## config.mk

```make
export PLATFORM = sky130hd
export DESIGN_NAME = stopwatch_up_flat
export DESIGN_NICKNAME = d
export VERILOG_FILES = /design/src/rtl/stopwatch_pkg.sv /design/src/rtl/stopwatch_up_if.sv /design/src/rtl/stopwatch_bcd_digit.sv /design/src/rtl/stopwatch_up.sv /design/src/flat_wrapper.sv
export SDC_FILE = /design/constraint.sdc
export NUM_CORES = 1
export LEC_CHECK = 0
export CORE_MARGIN = 2
export CORE_UTILIZATION = 55
export DETAILED_ROUTE_END_ITERATION = 12
export PLACE_DENSITY = 0.79
export SYNTH_ARGS = -nofsm -noshare
export SYNTH_HDL_FRONTEND = slang
export SYNTH_SLANG_ARGS = --single-unit
```

## constraint.sdc

```tcl
create_clock -name clk -period 3.36 [get_ports clk]
set_input_delay 0.504 -clock clk [delete_from_list [all_inputs] [get_ports clk]]
set_output_delay 0.504 -clock clk [all_outputs]
set_load 0.01 [all_outputs]
```

## src/rtl/stopwatch_pkg.sv

```systemverilog
// Shared types and constants for the count-up stopwatch.
package stopwatch_pkg;

  typedef enum logic [1:0] {
    IDLE  = 2'd0,
    RUN   = 2'd1,
    PAUSE = 2'd2
  } state_t;

  localparam int unsigned DIGIT_W     = 4;
  localparam int unsigned NUM_DIGITS  = 6;
  localparam int unsigned DIGIT_MAX_9 = 9;
  localparam int unsigned DIGIT_MAX_5 = 5;

  // Digit order is sec_1, sec_10, min_1, min_10, hr_1, hr_10; tens of sec/min roll at 5.
  function automatic int unsigned digit_max(input int unsigned idx);
    return (idx == 1 || idx == 3) ? DIGIT_MAX_5 : DIGIT_MAX_9;
  endfunction

endpackage

```

## src/rtl/stopwatch_up_if.sv

```systemverilog
// Button inputs and display/status outputs of the count-up stopwatch.
interface stopwatch_up_if;
  import stopwatch_pkg::*;

  logic               start;
  logic               lap;
  logic               clear;
  logic [DIGIT_W-1:0] hr_10;
  logic [DIGIT_W-1:0] hr_1;
  logic [DIGIT_W-1:0] min_10;
  logic [DIGIT_W-1:0] min_1;
  logic [DIGIT_W-1:0] sec_10;
  logic [DIGIT_W-1:0] sec_1;
  logic               running;
  logic               lap_active;
  logic               overflow;

  modport master (
    output start, lap, clear,
    input  hr_10, hr_1, min_10, min_1, sec_10, sec_1, running, lap_active, overflow
  );

  modport slave (
    input  start, lap, clear,
    output hr_10, hr_1, min_10, min_1, sec_10, sec_1, running, lap_active, overflow
  );

endinterface

```

## src/rtl/stopwatch_bcd_digit.sv

```systemverilog
// One BCD digit 0..MAX with synchronous clear and ripple carry to the next digit.
module stopwatch_bcd_digit
  import stopwatch_pkg::*;
#(
  parameter int unsigned MAX = DIGIT_MAX_9
) (
  input  logic               clk,
  input  logic               reset,
  input  logic               clr,
  input  logic               inc,
  output logic [DIGIT_W-1:0] digit,
  output logic               carry_out
);

  logic [DIGIT_W-1:0] r_digit;

  // Digit register: clear wins, otherwise advance and wrap at MAX.
  always_ff @(posedge clk or posedge reset) begin
    if (reset) begin
      r_digit <= '0;
    end else if (clr) begin
      r_digit <= '0;
    end else if (inc) begin
      r_digit <= (r_digit == DIGIT_W'(MAX)) ? '0 : r_digit + DIGIT_W'(1);
    end
  end

  assign digit     = r_digit;
  assign carry_out = inc && (r_digit == DIGIT_W'(MAX));

endmodule

```

## src/rtl/stopwatch_up.sv

```systemverilog
// Count-up stopwatch HH:MM:SS in BCD with start/pause, lap hold and clear.
module stopwatch_up
  import stopwatch_pkg::*;
#(
  parameter int unsigned CLK_HZ = 50_000_000
) (
  input  logic          clk,
  input  logic          reset,
  stopwatch_up_if.slave sw
);

  localparam int unsigned PRESC_W = (CLK_HZ > 1) ? $clog2(CLK_HZ) : 1;
  localparam int unsigned NUM_BTN = 3;

  logic [NUM_BTN-1:0] w_btn;
  logic [NUM_BTN-1:0] r_sync1;
  logic [NUM_BTN-1:0] r_sync2;
  logic [NUM_BTN-1:0] r_prev;
  logic [NUM_BTN-1:0] w_pulse;
  logic               w_start;
  logic               w_lap;
  logic               w_clear;

  state_t                                 r_state;
  logic [PRESC_W-1:0]                     r_presc;
  logic                                   r_running;
  logic                                   r_lap_active;
  logic                                   r_overflow;
  logic [NUM_DIGITS-1:0][DIGIT_W-1:0]     r_snap;
  logic [NUM_DIGITS-1:0][DIGIT_W-1:0]     w_digits;
  logic [NUM_DIGITS-1:0][DIGIT_W-1:0]     w_disp;
  logic [NUM_DIGITS:0]                    w_chain;
  logic                                   w_tick;
  logic                                   w_clr;

  assign w_btn = {sw.clear, sw.lap, sw.start};

  // Two-flop synchronizers plus the previous-level register for edge detection.
  always_ff @(posedge clk or posedge reset) begin
    if (reset) begin
      r_sync1 <= '0;
      r_sync2 <= '0;
      r_prev  <= '0;
    end else begin
      r_sync1 <= w_btn;
      r_sync2 <= r_sync1;
      r_prev  <= r_sync2;
    end
  end

  assign w_pulse = r_sync2 & ~r_prev;
  assign w_start = w_pulse[0];
  assign w_lap   = w_pulse[1];
  assign w_clear = w_pulse[2];

  assign w_tick = (r_state == RUN) && (r_presc == PRESC_W'(CLK_HZ - 1));
  assign w_clr  = w_clear && (r_state != RUN);

  // Control FSM with prescaler, lap snapshot and status flags.
  always_ff @(posedge clk or posedge reset) begin
    if (reset) begin
      r_state      <= IDLE;
      r_presc      <= '0;
      r_running    <= 1'b0;
      r_lap_active <= 1'b0;
      r_overflow   <= 1'b0;
      r_snap       <= '0;
    end else if (w_clr) begin
      r_state      <= IDLE;
      r_presc      <= '0;
      r_running    <= 1'b0;
      r_lap_active <= 1'b0;
      r_overflow   <= 1'b0;
      r_snap       <= '0;
    end else begin
      case (r_state)
        IDLE: begin
          if (w_start) begin
            r_state   <= RUN;
            r_running <= 1'b1;
          end
        end
        RUN: begin
          r_presc <= w_tick ? '0 : r_presc + PRESC_W'(1);
          if (w_chain[NUM_DIGITS]) begin
            r_overflow <= 1'b1;
          end
          if (w_start) begin
            r_state   <= PAUSE;
            r_running <= 1'b0;
          end else if (w_lap) begin
            r_lap_active <= ~r_lap_active;
            if (!r_lap_active) begin
              r_snap <= w_digits;
            end
          end
        end
        PAUSE: begin
          if (w_start) begin
            r_state   <= RUN;
            r_running <= 1'b1;
          end else if (w_lap) begin
            r_lap_active <= 1'b0;
          end
        end
        default: begin
          r_state   <= IDLE;
          r_running <= 1'b0;
        end
      endcase
    end
  end

  // Six-digit ripple chain; the final carry marks the 99:59:59 wrap.
  assign w_chain[0] = w_tick;
  for (genvar gi = 0; gi < NUM_DIGITS; gi++) begin : g_digit
    stopwatch_bcd_digit #(
      .MAX(digit_max(gi))
    ) u_digit (
      .clk       (clk),
      .reset     (reset),
      .clr       (w_clr),
      .inc       (w_chain[gi]),
      .digit     (w_digits[gi]),
      .carry_out (w_chain[gi+1])
    );
  end

  assign w_disp = r_lap_active ? r_snap : w_digits;

  assign sw.sec_1      = w_disp[0];
  assign sw.sec_10     = w_disp[1];
  assign sw.min_1      = w_disp[2];
  assign sw.min_10     = w_disp[3];
  assign sw.hr_1       = w_disp[4];
  assign sw.hr_10      = w_disp[5];
  assign sw.running    = r_running;
  assign sw.lap_active = r_lap_active;
  assign sw.overflow   = r_overflow;

endmodule

```

## src/flat_wrapper.sv

```systemverilog
// flat-port wrapper written by rule: the top's interface ports become plain ports
module stopwatch_up_flat import stopwatch_pkg::*;
#(
  parameter int unsigned CLK_HZ = 50_000_000
)
  (clk, reset, sw_start, sw_lap, sw_clear, sw_hr_10, sw_hr_1, sw_min_10, sw_min_1, sw_sec_10, sw_sec_1, sw_running, sw_lap_active, sw_overflow);
  stopwatch_up_if sw_i ();
  input  logic clk;
  input  logic reset;
  input wire logic [$bits(sw_i.start)-1:0] sw_start;
  input wire logic [$bits(sw_i.lap)-1:0] sw_lap;
  input wire logic [$bits(sw_i.clear)-1:0] sw_clear;
  output wire logic [$bits(sw_i.hr_10)-1:0] sw_hr_10;
  output wire logic [$bits(sw_i.hr_1)-1:0] sw_hr_1;
  output wire logic [$bits(sw_i.min_10)-1:0] sw_min_10;
  output wire logic [$bits(sw_i.min_1)-1:0] sw_min_1;
  output wire logic [$bits(sw_i.sec_10)-1:0] sw_sec_10;
  output wire logic [$bits(sw_i.sec_1)-1:0] sw_sec_1;
  output wire logic [$bits(sw_i.running)-1:0] sw_running;
  output wire logic [$bits(sw_i.lap_active)-1:0] sw_lap_active;
  output wire logic [$bits(sw_i.overflow)-1:0] sw_overflow;
  assign sw_i.start = sw_start;
  assign sw_i.lap = sw_lap;
  assign sw_i.clear = sw_clear;
  assign sw_hr_10 = sw_i.hr_10;
  assign sw_hr_1 = sw_i.hr_1;
  assign sw_min_10 = sw_i.min_10;
  assign sw_min_1 = sw_i.min_1;
  assign sw_sec_10 = sw_i.sec_10;
  assign sw_sec_1 = sw_i.sec_1;
  assign sw_running = sw_i.running;
  assign sw_lap_active = sw_i.lap_active;
  assign sw_overflow = sw_i.overflow;
  stopwatch_up #(.CLK_HZ(CLK_HZ)) u_core (.clk(clk), .reset(reset), .sw(sw_i));
endmodule
```

---- After elaboration in Yosys (flattened, before gate mapping) ----
Index checks and enable logic that the tools add are counted.
word-level totals
  register bits ........................... 88
  input port bits ......................... 5
  logic and storage cells ................. 114
cells by class
  add/sub/neg operators ................... 7
  equality and inequality tests ........... 17
  reductions and logical operators ........ 24
  bitwise logic cells ..................... 3
  mux-type cells .......................... 43
operators with widths
  operator               number
  $mux 24                5
  $mux 26                3
  $mux 4                 18
  $add 26x1->26 const B  1
  $eq 26x26->1 const B   1
  $add 4x1->4 const B    6
  $reduce_bool 2->1      9
  $eq 4x4->1 const B     4
  $mux 1                 11
  $ne 3x2->1 const B     3
  $eq 4x3->1 const B     2
  $logic_and 1x1->1      8
  $mux 2                 3
  $ne 3x3->1 const B     2
  $reduce_and 5->1       1
  $pmux 1 s2             2
  $pmux 2 s2             1
  $reduce_and 2->1       2
  $and 3x3->3            1
  $ne 3x1->1 const B     1
  $not 3->3              1
  $reduce_and 3->1       1
  $reduce_bool 3->1      1
  $eq 2x1->1 const B     1
  other kinds (6)        6

---- Depth between registers and ports, before layout ----
Gate-level depths: netlist of run 1.
  word-level depth ........................ 11
  mapped depth ............................ 9
  depth with buffers taken out ............ 7

---- Hierarchy ----
From an unflattened synthesis of run 1, not the netlist that was laid out.
second synthesis, totals
  cell total of the unflattened synthesis .. 475
  area total of the unflattened synthesis .. 4,755.8 um^2
by module, submodules not included
  module                                                cells an instance  instances  area an instance (um^2)  seq. area each (um^2)
  stopwatch_up                                          315                1          3,316.9                  1,601.5
  stopwatch_bcd_digit at u_core.g_digit[0].u_digit ...  27                 4          244.0                    100.1
  stopwatch_bcd_digit at u_core.g_digit[1].u_digit ...  26                 2          231.5                    100.1

---- Least setup slack after synthesis of run 1 ----
OpenSTA, ideal clock, no wires.
  path kind ............................... register -> register
  start point ............................. reg u_core.r_presc[0]
  end point ............................... reg u_core.g_digit[2].u_digit.r_digit[0]
  data arrival time ....................... 1,993 ps
  stages on the path, launching flop included .. 9
  buffers on the path ..................... 2
  required time ........................... 3,282 ps
  slack ................................... 1,289 ps
  cell sequence ........................... dfrtp_1 -> ha_1 -> nand3_1 -> nand4bb_2 -> buf_6 -> or2_4 -> buf_6 -> or4_1 -> a21oi_1
on the way
  word-level cells in the longest chain between the ends .. 5
RTL lines
  what                             RTL line                   text
  from (decl)                      stopwatch_up.sv:25         logic [PRESC_W-1:0] r_presc;
  from (signal assigned)           stopwatch_up.sv:84         r_presc <= w_tick ? '0 : r_presc + PRESC_W'(1);
  $eq 26x26->1                     stopwatch_up.sv:56         assign w_tick = (r_state == RUN) && (r_presc == PRESC_W'(CLK_HZ - 1));
  $logic_and 1x1->1                stopwatch_up.sv:56
  $logic_and 1x1->1 (2 in series)  stopwatch_bcd_digit.sv:29  assign carry_out = inc && (r_digit == DIGIT_W'(MAX));
  $reduce_bool 2->1 (no line)      -
  to (signal assigned)             stopwatch_bcd_digit.sv:24  r_digit <= (r_digit == DIGIT_W'(MAX)) ? '0 : r_digit + DIGIT_W'(1);
  to (decl)                        stopwatch_bcd_digit.sv:15  logic [DIGIT_W-1:0] r_digit;
No other way between the ends.
A chain may end at the register's enable or synchronous reset.

---- Final worst setup path of run 1 ----
  start point ............................. reg u_core.r_lap_active (netlist: u_core.sw.lap_active)
  end point ............................... out sw_sec_1[3]
on the way
  word-level cells in the longest chain between the ends .. 1
RTL lines
  what                    RTL line            text
  from (decl)             stopwatch_up.sv:27  logic r_lap_active;
  from (signal assigned)  stopwatch_up.sv:92  r_lap_active <= ~r_lap_active;
  $mux 24                 -
  to (decl)               flat_wrapper.sv:18  output wire logic [$bits(sw_i.sec_1)-1:0] sw_sec_1;
No other way between the ends.

==> impl_results.md, run 1 <==
- Outcome: complete, no violations
- Clock buffer depth: 2
- Worst Path Required: ~2.9 ns
- Hold_ws: between 0.3 and 0.4 ns
- Core Area: about 8200 µm²
- Hold Fails Final Rpt: 0
- Relative slew slack: 45.0%
- Initial cell density of the core: a little under three fifths
- Worst setup margin: 0.729 ns
- Antenna violations before repair: 0
- Worst-margin pin slew: between 0.8 and 0.9 ns
- Global-route wire length before repair: ~16000 µm
- Sequential cell area fraction in the yosys report: 47.0%
- Fin nets: slightly above 500
- Post-Syn Instances: ~460
- DIE AREA: approximately 9300 µm²
- Hold Path Class: flop to flop
- Top Ports: 32
- Netlist cell types: 48
- Via Count: about 3400
- DRC: 0
- Simple-gate share of the synthesized area: about a quarter
- Leak pwr: around 2.4 nW
- Vias in the first global route: 3345
- Initial drt markers: between 150 and 200
- Dpl hpwl: between 6000 and 7000 µm
- Gpl congestion: between 0.8 and 0.9
- Num CTS Buffers: 9
- Pins over their slew limit: 0
- Worst setup EP type: output port
- Startpoint types: flop
- Final setup TNS: 0 ns
- R2R Setup Slk: slightly above 1 ns
- Post-DP Area: between 5000 and 6000 µm²
- CP Class: flop to output port
- Main combinational cell family by area after synthesis: simple AND/OR/NAND/NOR gates
- Synth Area in XOR/XNOR: under 10%
- Critical Path AT: roughly 2.1 ns
- Synthesized flop and latch total: 88
- CTS tree: yes
- Layout cell share with drive strength beyond 1: 14.1%
- Syn_nets: just under 500
- Largest fanout on the critical path: 23
- Mux cell area share after synthesis: around 11%
- Final period util: 78.3%
- PwrDens: around 400 nW/µm²
- RSZ-0062 raised after global routing: no
- Compound-Gate Fraction of Synth Area: 7.88%
- Post-Place Worst Slack: 1.04 ns
- Maximum vdd ir drop: 0.381 mV
- Post-cts hold buffer count: 0
- CTS Sinks: between 80 and 90
- Post-Synth Adder-Cell Area: under 10%
- Number of port buffers: 31
- DRT antenna net count: 0
- Vias per inst: 5.78
- P&R area growth vs syn: 12.4%
- 1st-pass router iterations: 4
- Synth Warn #: 0
- Post-synth EDFFs: 0
- Min Tclk post-route: between 2 and 3 ns
- Max_cap viols: 0
- Die H: 96.3 µm
- Synth async-reset ratio: between 90% and 100%
- Post-CTS sizing: 0
- Number of fill cells: 645
- Routed wire length: 9310 µm
- Syn_area_per_cell: ~10 µm²
- Largest net degree at the start of global routing: 47
- Final Cell Area: 5270 µm²
- Final setup vio count: 0
- Max Freq: about 380 MHz
- Synth Cell Area: ~4700 µm²
- WL/cell: between 15 and 20 µm
- Grt ovf: 0
- Commonest register cell after synthesis: dfrtp_1
- Setup Buffers After CTS: 0
- Clk Latency, worst-skew pair: 0.36 ns
- Antenna cells: 0
- Worst-path clk slew: 0.09 ns
- DIE WIDTH: between 90 and 100 µm
- Total GRT Usage: 22.1%
- Setup Skew: 0.0120 ns
- Htree depth: 3
- Clk Tree Root Cell: clkbuf_8
- FP Rows: 33
==> registers in the layout (all words and copies together), names as in the netlist <==
register / cells
u_core.r_snap: 24
u_core.r_sync2: 3
u_core.g_digit.u_digit.digit: 24
u_core.sw.lap_active: 1
u_core.r_sync1: 3
u_core.sw.overflow: 1
u_core.r_prev: 3
u_core.sw.running: 1
u_core.r_state: 2
u_core.r_presc: 26
==> layout by cell type, fill, tap and decap left out, drive strengths merged, types with 2 or more instances in the layout <==
| cell | Yosys | final |
|---|---|---|
| a21oi | 21 | 21 |
| a31oi | 4 | 4 |
| and2 | 31 | 31 |
| and3 | 7 | 7 |
| and3b | 6 | 6 |
| and4 | 5 | 5 |
| buf | 5 | 5 |
| clkbuf | 19 | 12 |
| clkdlybuf4s50 | 0 | 31 |
| clkinv | 0 | 2 |
| clkinvlp | 0 | 2 |
| dfrtp | 88 | 88 |
| ha | 13 | 13 |
| inv | 10 | 9 |
| mux2 | 42 | 42 |
| mux2i | 6 | 6 |
| nand2 | 31 | 31 |
| nand2b | 4 | 4 |
| nand3 | 17 | 17 |
| nand3b | 5 | 5 |
| nand4 | 15 | 15 |
| nor2 | 40 | 40 |
| nor2b | 5 | 5 |
| nor3 | 6 | 6 |
| nor4 | 4 | 4 |
| nor4b | 2 | 2 |
| o21ai | 28 | 28 |
| o31ai | 2 | 2 |
| or2 | 3 | 3 |
| or3 | 6 | 6 |
| or4 | 7 | 7 |
| xnor2 | 4 | 4 |
| xor2 | 15 | 15 |
==> stage by stage <==
stage	instances	utilization [%]	total power, W
after global placement	580	61.7	0.00139
after floorplan	463	-	0.00132
after global routing	596	64.1	0.00221
final	596	64.1	0.00211
after CTS	596	64.1	0.00213
after detailed placement	580	61.7	0.00140
==> critical path, cell delays in order, from the launching register on <==
cell	delay, ns
dfrtp_1	0.55
buf_4	0.35
mux2_2	0.39
clkdlybuf4s50_1	0.48
==> report_power, final <==
| group | leakage (nW) | switching [W] | internal, W |
|---|---|---|---|
| sequential | 1.20 | 0.0000401 | 0.00109 |
| clock | 0.0928 | 0.000369 | 0.000366 |
| combinational | 1.07 | 0.000152 | 0.0000933 |
| total | 2.37 | 0.000561 | 0.00155 |
==> routing by layer <==
metal  wire length (µm)  global-route usage [%]  up-vias  part of all wire, %
met5                  0                       0        -                    0
met4                229                    9.40        0                  2.5
met3                339                    3.60       14                  3.6
met2               4070                    32.1       60                   44
met1               4670                    32.9     1678                   50
li1                   -                       -     1693                    -
==> worst paths after layout <==
kind | from | to | depth (start not counted)
max | u_core.sw.lap_active | sw_sec_1[3] | 3
min | u_core.r_sync1[0] | u_core.r_sync2[0] | 0
max reg2reg | u_core.r_presc[0] | u_core.r_presc[10] | 6
min reg2reg | u_core.r_sync1[0] | u_core.r_sync2[0] | 0
max in group asynchronous | reset | u_core.r_snap[6] | 3
min in group asynchronous | reset | u_core.r_snap[19] | 2
==> cell usage after synthesis, drive strengths merged (3+ instances only) <==
cell type	instances	share of area [%]
a21oi	21	2.2
and3	7	0.94
nand2b	4	0.53
and2	31	4.1
ha	13	3.5
or4	7	1.1
nand4	15	2.1
xnor2	4	0.75
mux2i	6	1.3
xor2	15	2.8
nor4	4	0.53
nand3b	5	0.80
nand2	31	2.5
inv	10	0.80
nor3	6	0.64
dfrtp	88	47
and3b	6	1.1
mux2	42	10
nor2	40	3.2
or2	3	0.45
clkbuf	19	1.5
nand3	17	1.8
and4	5	0.94
or3	6	0.80
o21ai	28	3.0
a31oi	4	0.53
buf	5	0.83
nor2b	5	0.67
==> cells by family after synthesis <==
family                     after synthesis
buffers and inverters                   34
muxes                                   48
xor gates and xnor gates                19
and+or+nand+nor                        196
adders and majority gates               13
AOI/OAI and AO/OA                       65
DFF                                     88
==> final cells by class <==
cell class | count | area, µm² | share of cell area, %
repair buffers | 36 | 360 | 6.84
clock inverters | 4 | 53.8 | 1.02
flip-flops and latches | 88 | 2200 | 41.8
well taps | 105 | 131 | 2.50
clock buffers | 12 | 145 | 2.76
multi-input cells | 341 | 2330 | 44.3
inverters | 10 | 38.8 | 0.737
(Power assumes the default switching activity.)
==> run 2, diff against run 1 <==
- clock period: 3.36 -> 2.6 ns (I/O delays scaled with it)
==> run 2 against run 1 <==
Critical path depth is the same. Sequential share of layout area shrank 0.51 points. Register-to-register slack lost 0.67 ns. Wire length grew 3.8%. Design area grew 1.2%. Die area is the same. Sequential cell count is the same. First-iteration DRC count grew 69%. Utilization grew 0.79 points. Combinational power grew 38%. Via count grew 0.78%.
==> impl_results.md, run 2 (same netlist as run 1, synthesis figures left out) <==
- Met3 routed wirelength: 325 µm
- Pins over their slew limit: 0
- WL/cell: about 16 µm
- Setup Buffers After CTS: 0
- Htree depth: 3
- Cells along the critical path: buf_12 -> mux2_2 -> clkdlybuf4s50_1
- Final period util: a little over nine tenths
- Initial drt markers: between 200 and 300
- CP Class: flop to output port
- Post-CTS sizing: 0
- Dpl hpwl: about 6600 µm
- Layout cell share with drive strength beyond 1: 15.3%
- Core Area: 8220 µm²
- Final setup TNS: 0 ns
- Logic pwr share: around an eighth
- Crit path largest cell delay: about 0.64 ns
- M1 wire length: about 4600 µm
- Hold Path Class: flop to flop
- Top Ports: 32
- Antenna cells: 0
- Post-Place Worst Slack: 0.371 ns
- Slowest CP cell: dfrtp_1
- RSZ-0062 raised after global routing: no
- Max Freq: roughly 400 MHz
- Maximum vdd ir drop: 0.352 mV
- Worst Path Required: about 2.2 ns
- Worst setup margin: 0.132 ns
- Clk Tree Root Cell: clkbuf_8
- CTS tree: yes
- Via Count: ~3500
- Startpoint types: flop
- Multi-input logic area: ~2300 µm²
- Worst-path clk slew: 0.09 ns
- Worst setup EP type: output port
- Most frequent cells in the layout: dfrtp_1, mux2_2, nor2_1
- Die H: 96.3 µm
- Leak pwr: 2.40 nW
- Num CTS Buffers: 9
- Clock buffer depth: 2
- Vias per inst: 5.78
- Final setup vio count: 0
- CP Launch Point: u_core.sw.lap_active
- Min Tclk post-route: between 2 and 2.5 ns
- Routed wire length: just under 10000 µm
- FP Rows: 33
- Post-cts hold buffer count: 0
- Hold Fails Final Rpt: 0
- Gpl congestion: 0.887
- Number of port buffers: 31
- Psw: just under 0.0008 W
- Commonest non-fill, non-tap cell in the layout: dfrtp_1
- Seq pwr share: 52.2%
- DRT antenna net count: 0
- Global-route wire length before repair: roughly 17000 µm
- DRC: 0
- DIE AREA: between 9000 and 10000 µm²
- Clk Latency, worst-skew pair: roughly 0.36 ns
- DIE WIDTH: approximately 96 µm
- Critical Path AT: approximately 2.1 ns
- Metal2 WL: ~4600 µm
- 1st-pass router iterations: 4
- Largest net degree at the start of global routing: between 80 and 90
- CTS Sinks: 88
- Worst R2R Start: u_core.r_presc[0]
- P&R area growth vs syn: 13.8%
- PwrDens: about 530 nW/µm²
- Reg with most FFs: u_core.r_presc
- Largest fanout on the critical path: 23
- Grt ovf: 0
- Worst-margin pin slew: just over 0.7 ns
- Setup Skew: ~0.012 ns
- Initial cell density of the core: between 50% and 60%
- Number of fill cells: ~670
- P_int: 0.00203 W
- Min-delay src: u_core.r_sync1[2]
- Total GRT Usage: between 20% and 30%
- Vias in the first global route: 3427
- Outcome: complete, no violations
- Max_cap viols: 0
- Antenna violations before repair: 0
- Net Sw Frac: between 20 and 30%
- Storage cell area: between 2000 and 2500 µm²
- Max FFs per register: 26
- Relative slew slack: between 50% and 60%
- Fin nets: 509
- Clk pwr share: 35.7%
- Hold_ws: about 0.36 ns
- Highest metal used: met4
==> run 2: worst max-delay path: cells and delay by family (launching register included) <==
| family | cells | cell delay [ns] |
|---|---|---|
| buffers and inverters | 2 | 0.71 |
| DFF | 1 | 0.64 |
| muxes | 1 | 0.36 |
==> run 2: final timing paths <==
kind                            cells after the start                            endpoint  slack [ns]
worst max register to register                      6  u_core.g_digit[2].u_digit.digit[0]        0.34
worst min-delay path                                0                   u_core.r_sync2[2]        0.36
max in group asynchronous                           3  u_core.g_digit[1].u_digit.digit[0]        1.73
min in group asynchronous                           3  u_core.g_digit[4].u_digit.digit[0]        0.50
worst min register to register                      0                   u_core.r_sync2[2]        0.36
worst max-delay path                                3                        sw_min_10[0]        0.13
==> run 2: metrics by stage <==
stage | power, W | util, % | instance area (µm²) | std cells
3_5_place_dp | 0.00184 | 62.3 | 5120 | 585
2_1_floorplan | 0.00171 | - | 4690 | 463
3_3_place_gp | 0.00182 | 62.3 | 5120 | 585
5_1_grt | 0.00294 | 64.9 | 5330 | 601
4_1_cts | 0.00284 | 64.9 | 5330 | 601
6_report | 0.00282 | 64.9 | 5330 | 601
==> run 2: per-layer routing <==
| metal | vias to the layer above | GRT usage (%) |
|---|---|---|
| met3 | 7 | 4.86 |
| met1 | 1718 | 34.6 |
| met4 | 0 | 4.76 |
| met5 | - | 0 |
| met2 | 57 | 36.1 |
| li1 | 1690 | - |
==> run 2: cell type report <==
type                    count  share of cell area, %
repair buffers             41                   7.70
clock inverters             6                   1.38
inverters                  10                  0.775
flip-flops and latches     88                   41.3
multi-input cells         341                   43.8
well taps                 105                   2.46
clock buffers              10                   2.58
==> run 2: power by group through the flow <==
| stage | clock network, W | registers [W] | logic [W] |
|---|---|---|---|
| floorplan | 0 | 0.00147 | 0.000234 |
| global placement | 0 | 0.00149 | 0.000333 |
| detailed placement | 0 | 0.00150 | 0.000341 |
| CTS | 0.00103 | 0.00147 | 0.000343 |
| global route | 0.00109 | 0.00148 | 0.000376 |
| finish | 0.00101 | 0.00147 | 0.000339 |
